## src/rtl/qracc_pkg.sv

```systemverilog
// Shared types and default timing for the QRAcc SRAM controller.
// Holds the controller state encoding and a couple of elaboration-time helpers.
package qracc_pkg;

  typedef enum logic [2:0] {
    S_IDLE,
    S_PCH,
    S_WL,
    S_SENSE,
    S_RESP
  } sram_ctrl_state_t;

  localparam int SRAM_PCH_CYCLES = 1;
  localparam int SRAM_WL_CYCLES  = 2;
  localparam int SRAM_SA_CYCLES  = 1;

  function automatic int max3(input int a, input int b, input int c);
    int m;
    m = (a > b) ? a : b;
    return (m > c) ? m : c;
  endfunction

  // Address width that stays >= 1 even for a single-row macro.
  function automatic int addr_width(input int rows);
    return (rows > 1) ? $clog2(rows) : 1;
  endfunction

endpackage

```

## src/rtl/qracc_row_decoder.sv

```systemverilog
// Combinational row-address to one-hot wordline decoder with enable.
// Addresses beyond numRows (non-power-of-two macros) decode to all zeros.
module qracc_row_decoder
  import qracc_pkg::*;
#(
  parameter int numRows = 128,
  parameter int AW      = addr_width(numRows)
) (
  input  logic [AW-1:0]      addr_i,
  input  logic               en_i,
  output logic [numRows-1:0] wl_o
);

  always_comb begin
    // NOTE: every output of a combinational block gets a default first so no latch is inferred.
    wl_o = '0;
    for (int i = 0; i < numRows; i++) begin
      if (en_i && (addr_i == AW'(i))) wl_o[i] = 1'b1;
    end
  end

endmodule

```

## src/rtl/qracc_sram_ctrl.sv

```systemverilog
// Responder end of the QRAcc SRAM request interface: sequences PCH/WL/SAEN for one word access.
// Optional write read-back check enabled by defining QRACC_SRAM_WRITE_VERIFY_EN (adds wr_err_o).
module qracc_sram_ctrl
  import qracc_pkg::*;
#(
  parameter int numRows   = 128,
  parameter int numCols   = 32,
  parameter int pchCycles = SRAM_PCH_CYCLES,
  parameter int wlCycles  = SRAM_WL_CYCLES,
  parameter int saCycles  = SRAM_SA_CYCLES
) (
  input  logic                       clk,
  input  logic                       rst,
  input  logic                       rq_wr_i,
  input  logic                       rq_valid_i,
  output logic                       rq_ready_o,
  output logic                       rd_valid_o,
  output logic [numCols-1:0]         rd_data_o,
  input  logic [numCols-1:0]         wr_data_i,
  input  logic [$clog2(numRows)-1:0] addr_i,
  input  logic [numCols-1:0]         sa_out_i,
  output logic [numRows-1:0]         wl_o,
  output logic                       pch_o,
  output logic                       write_o,
  output logic [numCols-1:0]         wr_data_o,
  output logic [numCols-1:0]         csel_o,
  output logic                       saen_o
`ifdef QRACC_SRAM_WRITE_VERIFY_EN
  ,
  output logic                       wr_err_o
`endif
);

  localparam int AW = $clog2(numRows);
  localparam int CW = $clog2(max3(pchCycles, wlCycles, saCycles)) + 1;

  sram_ctrl_state_t state_q, state_d;
  logic [CW-1:0]      cnt_q, cnt_d;
  logic [AW-1:0]      addr_q, addr_d;
  logic               wr_q, wr_d;
  logic               vfy_q, vfy_d;
  logic [numCols-1:0] wdata_q, wdata_d;
  logic [numCols-1:0] rd_data_q, rd_data_d;
  logic               rd_valid_q, rd_valid_d;

  logic [numRows-1:0] wl_q, wl_d;
  logic               pch_q, pch_d;
  logic               write_q, write_d;
  logic [numCols-1:0] wr_data_q, wr_data_d;
  logic [numCols-1:0] csel_q, csel_d;
  logic               saen_q, saen_d;
  logic               wl_en;

`ifdef QRACC_SRAM_WRITE_VERIFY_EN
  logic err_q, err_d;
`endif

  always_comb begin
    state_d   = state_q;
    cnt_d     = cnt_q + 1'b1;
    addr_d    = addr_q;
    wr_d      = wr_q;
    vfy_d     = vfy_q;
    wdata_d   = wdata_q;
    rd_data_d = rd_data_q;
`ifdef QRACC_SRAM_WRITE_VERIFY_EN
    err_d     = 1'b0;
`endif
    case (state_q)
      S_IDLE: begin
        cnt_d = '0;
        if (rq_valid_i) begin
          addr_d  = addr_i;
          wr_d    = rq_wr_i;
          wdata_d = wr_data_i;
          vfy_d   = 1'b0;
          state_d = S_PCH;
        end
      end
      S_PCH: begin
        if (cnt_q == CW'(pchCycles - 1)) begin
          cnt_d   = '0;
          state_d = S_WL;
        end
      end
      S_WL: begin
        if (cnt_q == CW'(wlCycles - 1)) begin
          cnt_d = '0;
          if (wr_q && !vfy_q) begin
`ifdef QRACC_SRAM_WRITE_VERIFY_EN
            vfy_d   = 1'b1;
            state_d = S_PCH;
`else
            state_d = S_IDLE;
`endif
          end else begin
            state_d = S_SENSE;
          end
        end
      end
      S_SENSE: begin
        if (cnt_q == CW'(saCycles - 1)) begin
          cnt_d   = '0;
          state_d = S_RESP;
          // Verify reads only compare; they never disturb the read-data holding register.
          if (vfy_q) begin
`ifdef QRACC_SRAM_WRITE_VERIFY_EN
            err_d = (sa_out_i != wdata_q);
`endif
          end else begin
            rd_data_d = sa_out_i;
          end
        end
      end
      S_RESP: begin
        cnt_d   = '0;
        state_d = S_IDLE;
      end
      default: begin
        cnt_d   = '0;
        state_d = S_IDLE;
      end
    endcase
  end

  // Analog pins are decoded from the next state and registered, so they change only on clk.
  assign wl_en      = (state_d == S_WL) || (state_d == S_SENSE);
  assign pch_d      = (state_d == S_PCH);
  assign write_d    = (state_d == S_WL) && wr_d && !vfy_d;
  assign wr_data_d  = write_d ? wdata_d : '0;
  assign csel_d     = {numCols{state_d == S_WL}};
  assign saen_d     = (state_d == S_SENSE);
  assign rd_valid_d = (state_d == S_RESP) && !vfy_d;

  qracc_row_decoder #(
    .numRows (numRows),
    .AW      (AW)
  ) u_row_decoder (
    .addr_i (addr_d),
    .en_i   (wl_en),
    .wl_o   (wl_d)
  );

  always_ff @(posedge clk or posedge rst) begin
    if (rst) begin
      state_q    <= S_IDLE;
      cnt_q      <= '0;
      addr_q     <= '0;
      wr_q       <= 1'b0;
      vfy_q      <= 1'b0;
      wdata_q    <= '0;
      rd_data_q  <= '0;
      rd_valid_q <= 1'b0;
      wl_q       <= '0;
      pch_q      <= 1'b0;
      write_q    <= 1'b0;
      wr_data_q  <= '0;
      csel_q     <= '0;
      saen_q     <= 1'b0;
    end else begin
      // NOTE: sequential state uses non-blocking assignments so all registers update together.
      state_q    <= state_d;
      cnt_q      <= cnt_d;
      addr_q     <= addr_d;
      wr_q       <= wr_d;
      vfy_q      <= vfy_d;
      wdata_q    <= wdata_d;
      rd_data_q  <= rd_data_d;
      rd_valid_q <= rd_valid_d;
      wl_q       <= wl_d;
      pch_q      <= pch_d;
      write_q    <= write_d;
      wr_data_q  <= wr_data_d;
      csel_q     <= csel_d;
      saen_q     <= saen_d;
    end
  end

`ifdef QRACC_SRAM_WRITE_VERIFY_EN
  always_ff @(posedge clk or posedge rst) begin
    if (rst) err_q <= 1'b0;
    else     err_q <= err_d;
  end
  assign wr_err_o = err_q;
`endif

  assign rq_ready_o = (state_q == S_IDLE);
  assign rd_valid_o = rd_valid_q;
  assign rd_data_o  = rd_data_q;
  assign wl_o       = wl_q;
  assign pch_o      = pch_q;
  assign write_o    = write_q;
  assign wr_data_o  = wr_data_q;
  assign csel_o     = csel_q;
  assign saen_o     = saen_q;

endmodule

```

## config.mk

```make
export PLATFORM = sky130hd
export DESIGN_NAME = qracc_sram_ctrl
export DESIGN_NICKNAME = d
export VERILOG_FILES = /design/src/rtl/qracc_pkg.sv /design/src/rtl/qracc_row_decoder.sv /design/src/rtl/qracc_sram_ctrl.sv
export SDC_FILE = /design/constraint.sdc
export NUM_CORES = 1
export LEC_CHECK = 0
export BUFFER_PORTS_ARGS = -buffer_cell sky130_fd_sc_hd__buf_2
export CORE_MARGIN = 2
export CORE_UTILIZATION = 41
export DETAILED_ROUTE_END_ITERATION = 6
export GPL_TIMING_DRIVEN = 0
export PLACE_DENSITY = 0.65
export SYNTH_ARGS = -nofsm -noshare
export SYNTH_HDL_FRONTEND = slang
export SYNTH_SLANG_ARGS = --single-unit
```

## constraint.sdc

```tcl
create_clock -name clk -period 8.9 [get_ports clk]
set_input_delay 0.89 -clock clk [delete_from_list [all_inputs] [get_ports clk]]
set_output_delay 0.89 -clock clk [all_outputs]
set_load 0.01 [all_outputs]
```

# After elaboration in Yosys (flattened, before gate mapping)
# Cells that the tools add are included.
[totals]
input_bits = 75
elab_cells = 437
register_bits = 243
output_inout_bits = 229
[classes]
n_mux = 146
bitwise = 1
reduce_logical = 140
n_eq_ne = 135
add_sub_neg = 1
[op_table]
columns = ["operator", "n"]
rows = [
  ["7-bit equality test (second input constant)", 64],
  ["7-bit by 6-bit equality test with 1-bit output (second input constant)", 32],
  ["1-bit logical AND", 132],
  ["1-bit 2-to-1 mux", 132],
  ["7-bit by 5-bit equality test with 1-bit output (second input constant)", 16],
  ["32-bit 2-to-1 mux", 3],
  ["7-bit by 4-bit equality test with 1-bit output (second input constant)", 8],
  ["7-bit by 3-bit equality test with 1-bit output (second input constant)", 4],
  ["7-bit by 2-bit equality test with 1-bit output (second input constant)", 2],
  ["7-bit 2-to-1 mux", 2],
  ["3-bit by 2-bit equality test with 1-bit output (second input constant)", 4],
  ["3-bit 2-to-1 mux", 4],
  ["3-bit case mux with 4 select lines", 1],
  ["7-bit by 1-bit equality test with 1-bit output (second input constant)", 1],
  ["7-bit logical NOT", 1],
  ["3-bit by 1-bit equality test with 1-bit output (second input constant)", 2],
  ["2-bit 2-to-1 mux", 3],
  ["2-bit case mux with 2 select lines", 1],
  ["3-bit equality test (second input constant)", 1],
  ["3-bit logical NOT", 1],
  ["3-bit AND reduction", 1],
  ["2-bit by 1-bit adder with 2-bit output (second input constant)", 1],
  ["2-bit by 1-bit equality test with 1-bit output (second input constant)", 1],
  ["1-bit logical NOT", 2],
  ["4 further kinds", 4],
]

# Logic depth before layout (Yosys ltp)
[logic_depth]
depth_word = 9
mapped_depth = 8
depth_no_buf = 6

# Cells and area by module
# Synthesis repeated with hierarchy kept, for this count alone.
[hier_totals]
cells_unflattened = 625
area_unflattened_um2 = 8911.0
[by_module_without_submodules]
columns = ["mod", "area_per_inst_um2", "instances", "cells_each", "seq_area_each_um2"]
rows = [
  ["qracc_sram_ctrl", 7918.8, 1, 432, 6080.8],
  ["qracc_row_decoder", 992.2, 1, 193, 0.0],
]

# Worst setup path after synthesis
# OpenSTA, ideal clock, no wires.
[synth_timing]
path_kind = "input to register"
startpoint = "input port rq_valid_i"
endpoint = "register wl_q[106] (netlist: wl_o[106])"
setup_ns = 0.133
arrival_ns = 2.063
setup_slack_ns = 6.704
n_path_buf = 1
required_time_ns = 8.767
cell_stages = 6
path_cell_list = "nor4b_4 -> mux2i_1 -> inv_1 -> nand3_1 -> clkbuf_1 -> nor2_1"
[synth_via]
word_cells_on_any_way = 10
cone_classes = "eq/ne: 3; mux: 5; reduce/logical: 2"
[synth_lines]
columns = ["item", "line_no", "rtl"]
rows = [
  ["from (decl)", "qracc_sram_ctrl.sv:15", "input logic rq_valid_i,"],
  ["7-bit 2-to-1 mux", "qracc_sram_ctrl.sv:72", "if (rq_valid_i) begin"],
  ["7-bit 2-to-1 mux", "qracc_sram_ctrl.sv:69", "case (state_q)"],
  ["via addr_d[3]", "qracc_sram_ctrl.sv:39", "logic [AW-1:0] addr_q, addr_d;"],
  ["7-bit equality test", "qracc_row_decoder.sv:18", "if (en_i && (addr_i == AW'(i))) wl_o[i] = 1'b1;"],
  ["1-bit logical AND", "qracc_row_decoder.sv:18", ""],
  ["1-bit 2-to-1 mux", "qracc_row_decoder.sv:18", ""],
  ["via u_row_decoder.wl_o[106]", "qracc_row_decoder.sv:11", "output logic [numRows-1:0] wl_o"],
  ["to (signal assigned)", "qracc_sram_ctrl.sv:170", "wl_q <= wl_d;"],
  ["to (decl)", "qracc_sram_ctrl.sv:46", "logic [numRows-1:0] wl_q, wl_d;"],
]
# The timed path passes the listed nets, and every way through them passes these cells.
# A chain may end at the register's enable or synchronous reset.

# Worst setup path after layout
[layout_timing]
startpoint = "register, netlist name csel_o[0]"
endpoint = "output port csel_o[13]"
[layout_lines]
columns = ["item", "line_no", "rtl"]
rows = [
  ["to (decl)", "qracc_sram_ctrl.sv:26", "output logic [numCols-1:0] csel_o,"],
]
# No word-level cell between the ends.

==> metrics.md <==
| Metric | Value |
|---|---|
| Cell Area, Synth | 9080 um^2 |
| DP Cell Count | 1365 |
| Asr flop ratio synth | 1.00 |
| Worst Tran Pin Value | 0.874 ns |
| Drt pass-1 iters | 6 |
| Row cnt | 54 |
| EDFF count, synth | 0 |
| Normalized max-slew margin | 0.417 |
| CP max FO | 32 |
| Global-route wire length before repair | 35.7 mm |
| Clk slew on worst S/H paths | 0.06 ns |
| Setup bufs post-CTS | 0 |
| Yosys reg bits | 243 |
| RePlAce Congestion | 0.842 |
| Initial drt markers | 405 |
| Die Footprint | 23300 um^2 |
| Final Power | 3.70 mW |
| Worst Path Required | 8.01 ns |
| Grt ovf | 0 |
| Setup violators final | 0 |
| Placeable Area | 21800 um^2 |
| Mapped Avg Cell Area | 11.6 um^2 |
| Post-cts hold buffer count | 0 |
| Drt wl/cell | 15.9 um |
| Synth top cells by count | dfrtp_1 (243), nand2_1 (149), nor2_1 (137) |
| Tmin final | 2.66 ns |
| Final antenna-violating net count | 0 |
| CP cell instances | buf_4 > buf_2 |
| Worst-Skew Late Latency | 0.51 ns |
| Crit end category | output pin |
| Worst path top cell family by delay | flip-flops |
| WS Path Type | reg2out |
| Initial antenna violation count | 1 |
| Min-delay worst type | reg2reg |
| Final hold violations | 0 |
| IO Count | 304 |
| Worst path max stage delay | 0.91 ns |
| Yosys warns | 0 |
| Synth area leaders | dfrtp_1 (67%), nand2_1 (6.2%), nor2_1 (5.7%), mux2_2 (4.7%), buf_4 (2.6%) |
| Hpwl dp | 15.8 mm |
| Final nets | 1191 |
| Clock sink count | 243 |
| Clock Tree Buf Depth | 3 |
| Unique masters post-synth | 37 |
| Share of the synthesized area in the top cell type | 0.670 |
| Depth of the CTS H-tree | 1 |
| Num CTS Buffers | 25 |
| Fmax achieved | 375 MHz |
| Initial Utilization | 0.417 |
| Core Util, Final | 0.544 |
| Final Instance Count excl. Fillers | 1410 |
| Largest net degree at the start of global routing | 134 |
| Synth-to-layout area growth | 30.4% |
| Final wirelength | 22.4 mm |
| CTS resizes | 0 |
| Vias per Instance | 4.68 |
| Status | completed |
| Power per cell area | 313 nW/um^2 |
| Max Transition Viols Final | 0 |
| Sequential area share after synthesis | 0.670 |
| Main synth FF type | dfrtp_1 |
| Count leader, synth | dfrtp_1 |
| CP arrival | 1.77 ns |
| Vias | 6599 |
| Clock Skew | 0.00817 ns |
| Startpoint Class | flip-flop |
| Number of global-route vias before repair | 6394 |
| Total track usage | 0.189 |
| Crit-path slowest cell | dfrtp_1 |
| Die H | 153 um |
| Layout cells sized above 1 | 0.399 |
| Max-cap viol count | 0 |
| LEAKAGE | 6.41 nW |
| CTS tree | yes |
| DRC Markers | 0 |
| Final period util | 0.299 |
| Syn Nets | 860 |
| IO Port Bufs | 303 |
| RSZ-0062 raised after global routing | no |
| Synth area leader | dfrtp_1 |
| Clk root buf | clkbuf_16 |
| Max VDD drop | 177 uV |
| Die Wd | 153 um |
| Crit path buf inv count | 2 |
| Mapped Cells | 781 |
-- kinds of logic after synthesis --
logic type               share of synthesized area
AND/OR/NAND/NOR                              0.168
flip-flops                                   0.670
buffers and inverters                       0.0543
multiplexers                                0.0722
AO/OA/AOI/OAI                               0.0288
adder cells (fa/ha/maj)                    0.00551
XOR/XNOR                                  0.000965
-- worst paths after layout --
check,cells after the start,slack (ns),start,end
hold reg to reg,2,0.47,wdata_q[28],wdata_q[28]
setup / recovery,2,6.24,csel_o[0],csel_o[13]
hold / removal,2,0.47,wdata_q[28],wdata_q[28]
min in group asynchronous,2,0.49,rst,rd_data_o[7]
setup reg to reg,7,6.29,state_q[1],wl_o[87]
max in group asynchronous,3,7.31,rst,wl_o[6]
-- flip-flops by register name, indices dropped and copies added (netlist names) --
name and cells:
wl_o 128, rd_data_o 32, wdata_q 32, wr_data_o 32
addr_q 7, state_q 3, cnt_q 2, csel_o 1
pch_o 1, rd_valid_o 1, saen_o 1, vfy_q 1
wr_q 1, write_o 1
-- worst min-delay path: stages, from the launching register on --
cell,delay [ns]
dfrtp_1,0.32
nand2_1,0.06
nand2_1,0.06
-- area by class of cell --
type                    count  area [um^2]
diodes                      1         2.50
plain buffers              74          463
clock buffers              35          723
clock inverters             9          129
fillers                  1929         9920
inverters                   8         37.5
multi-input cells         456         2500
flip-flops and latches    243         6080
well taps                 280          350
repair buffers            304         1540
-- cell usage in the layout, fill, tap and decap left out, types with 13 or more instances in the layout --
| cell type | synthesis | layout |
|---|---|---|
| nor3_1 | 13 | 13 |
| a21oi_1 | 34 | 34 |
| dfrtp_1 | 243 | 243 |
| nor2_1 | 137 | 137 |
| nand2_1 | 149 | 149 |
| buf_4 | 31 | 31 |
| buf_2 | 19 | 322 |
| clkbuf_16 | 0 | 25 |
| mux2_2 | 38 | 38 |
| clkbuf_1 | 17 | 21 |
-- metal layers --
| layer | up-vias | track usage | wire length (um) |
|---|---|---|---|
| met5 | - | 0 | 0 |
| met4 | 0 | 0.0591 | 570 |
| met2 | 230 | 0.307 | 11000 |
| met3 | 42 | 0.0449 | 1560 |
| li1 | 3158 | - | - |
| met1 | 3169 | 0.254 | 9250 |
-- through the flow --
step                      hold WS, ns  setup slack [ns]  TNS [ns]  instance area [um^2]
after CTS                       0.472              6.21         0                 11800
after detailed placement        0.457              5.86         0                 11000
after global placement          0.451             -1.15   -274.63                 10900
after floorplan                 0.439              1.34         0                  9080
final                           0.468              6.24         0                 11800
after global routing            0.488              6.05         0                 11800
-- report_power, final --
part	total, mW	internal [mW]	switching (mW)
Combinational	1.20	0.492	0.712
Sequential	1.42	1.33	0.0983
Clock	1.08	0.653	0.424
Total	3.70	2.47	1.23
(Power assumes the default switching activity.)
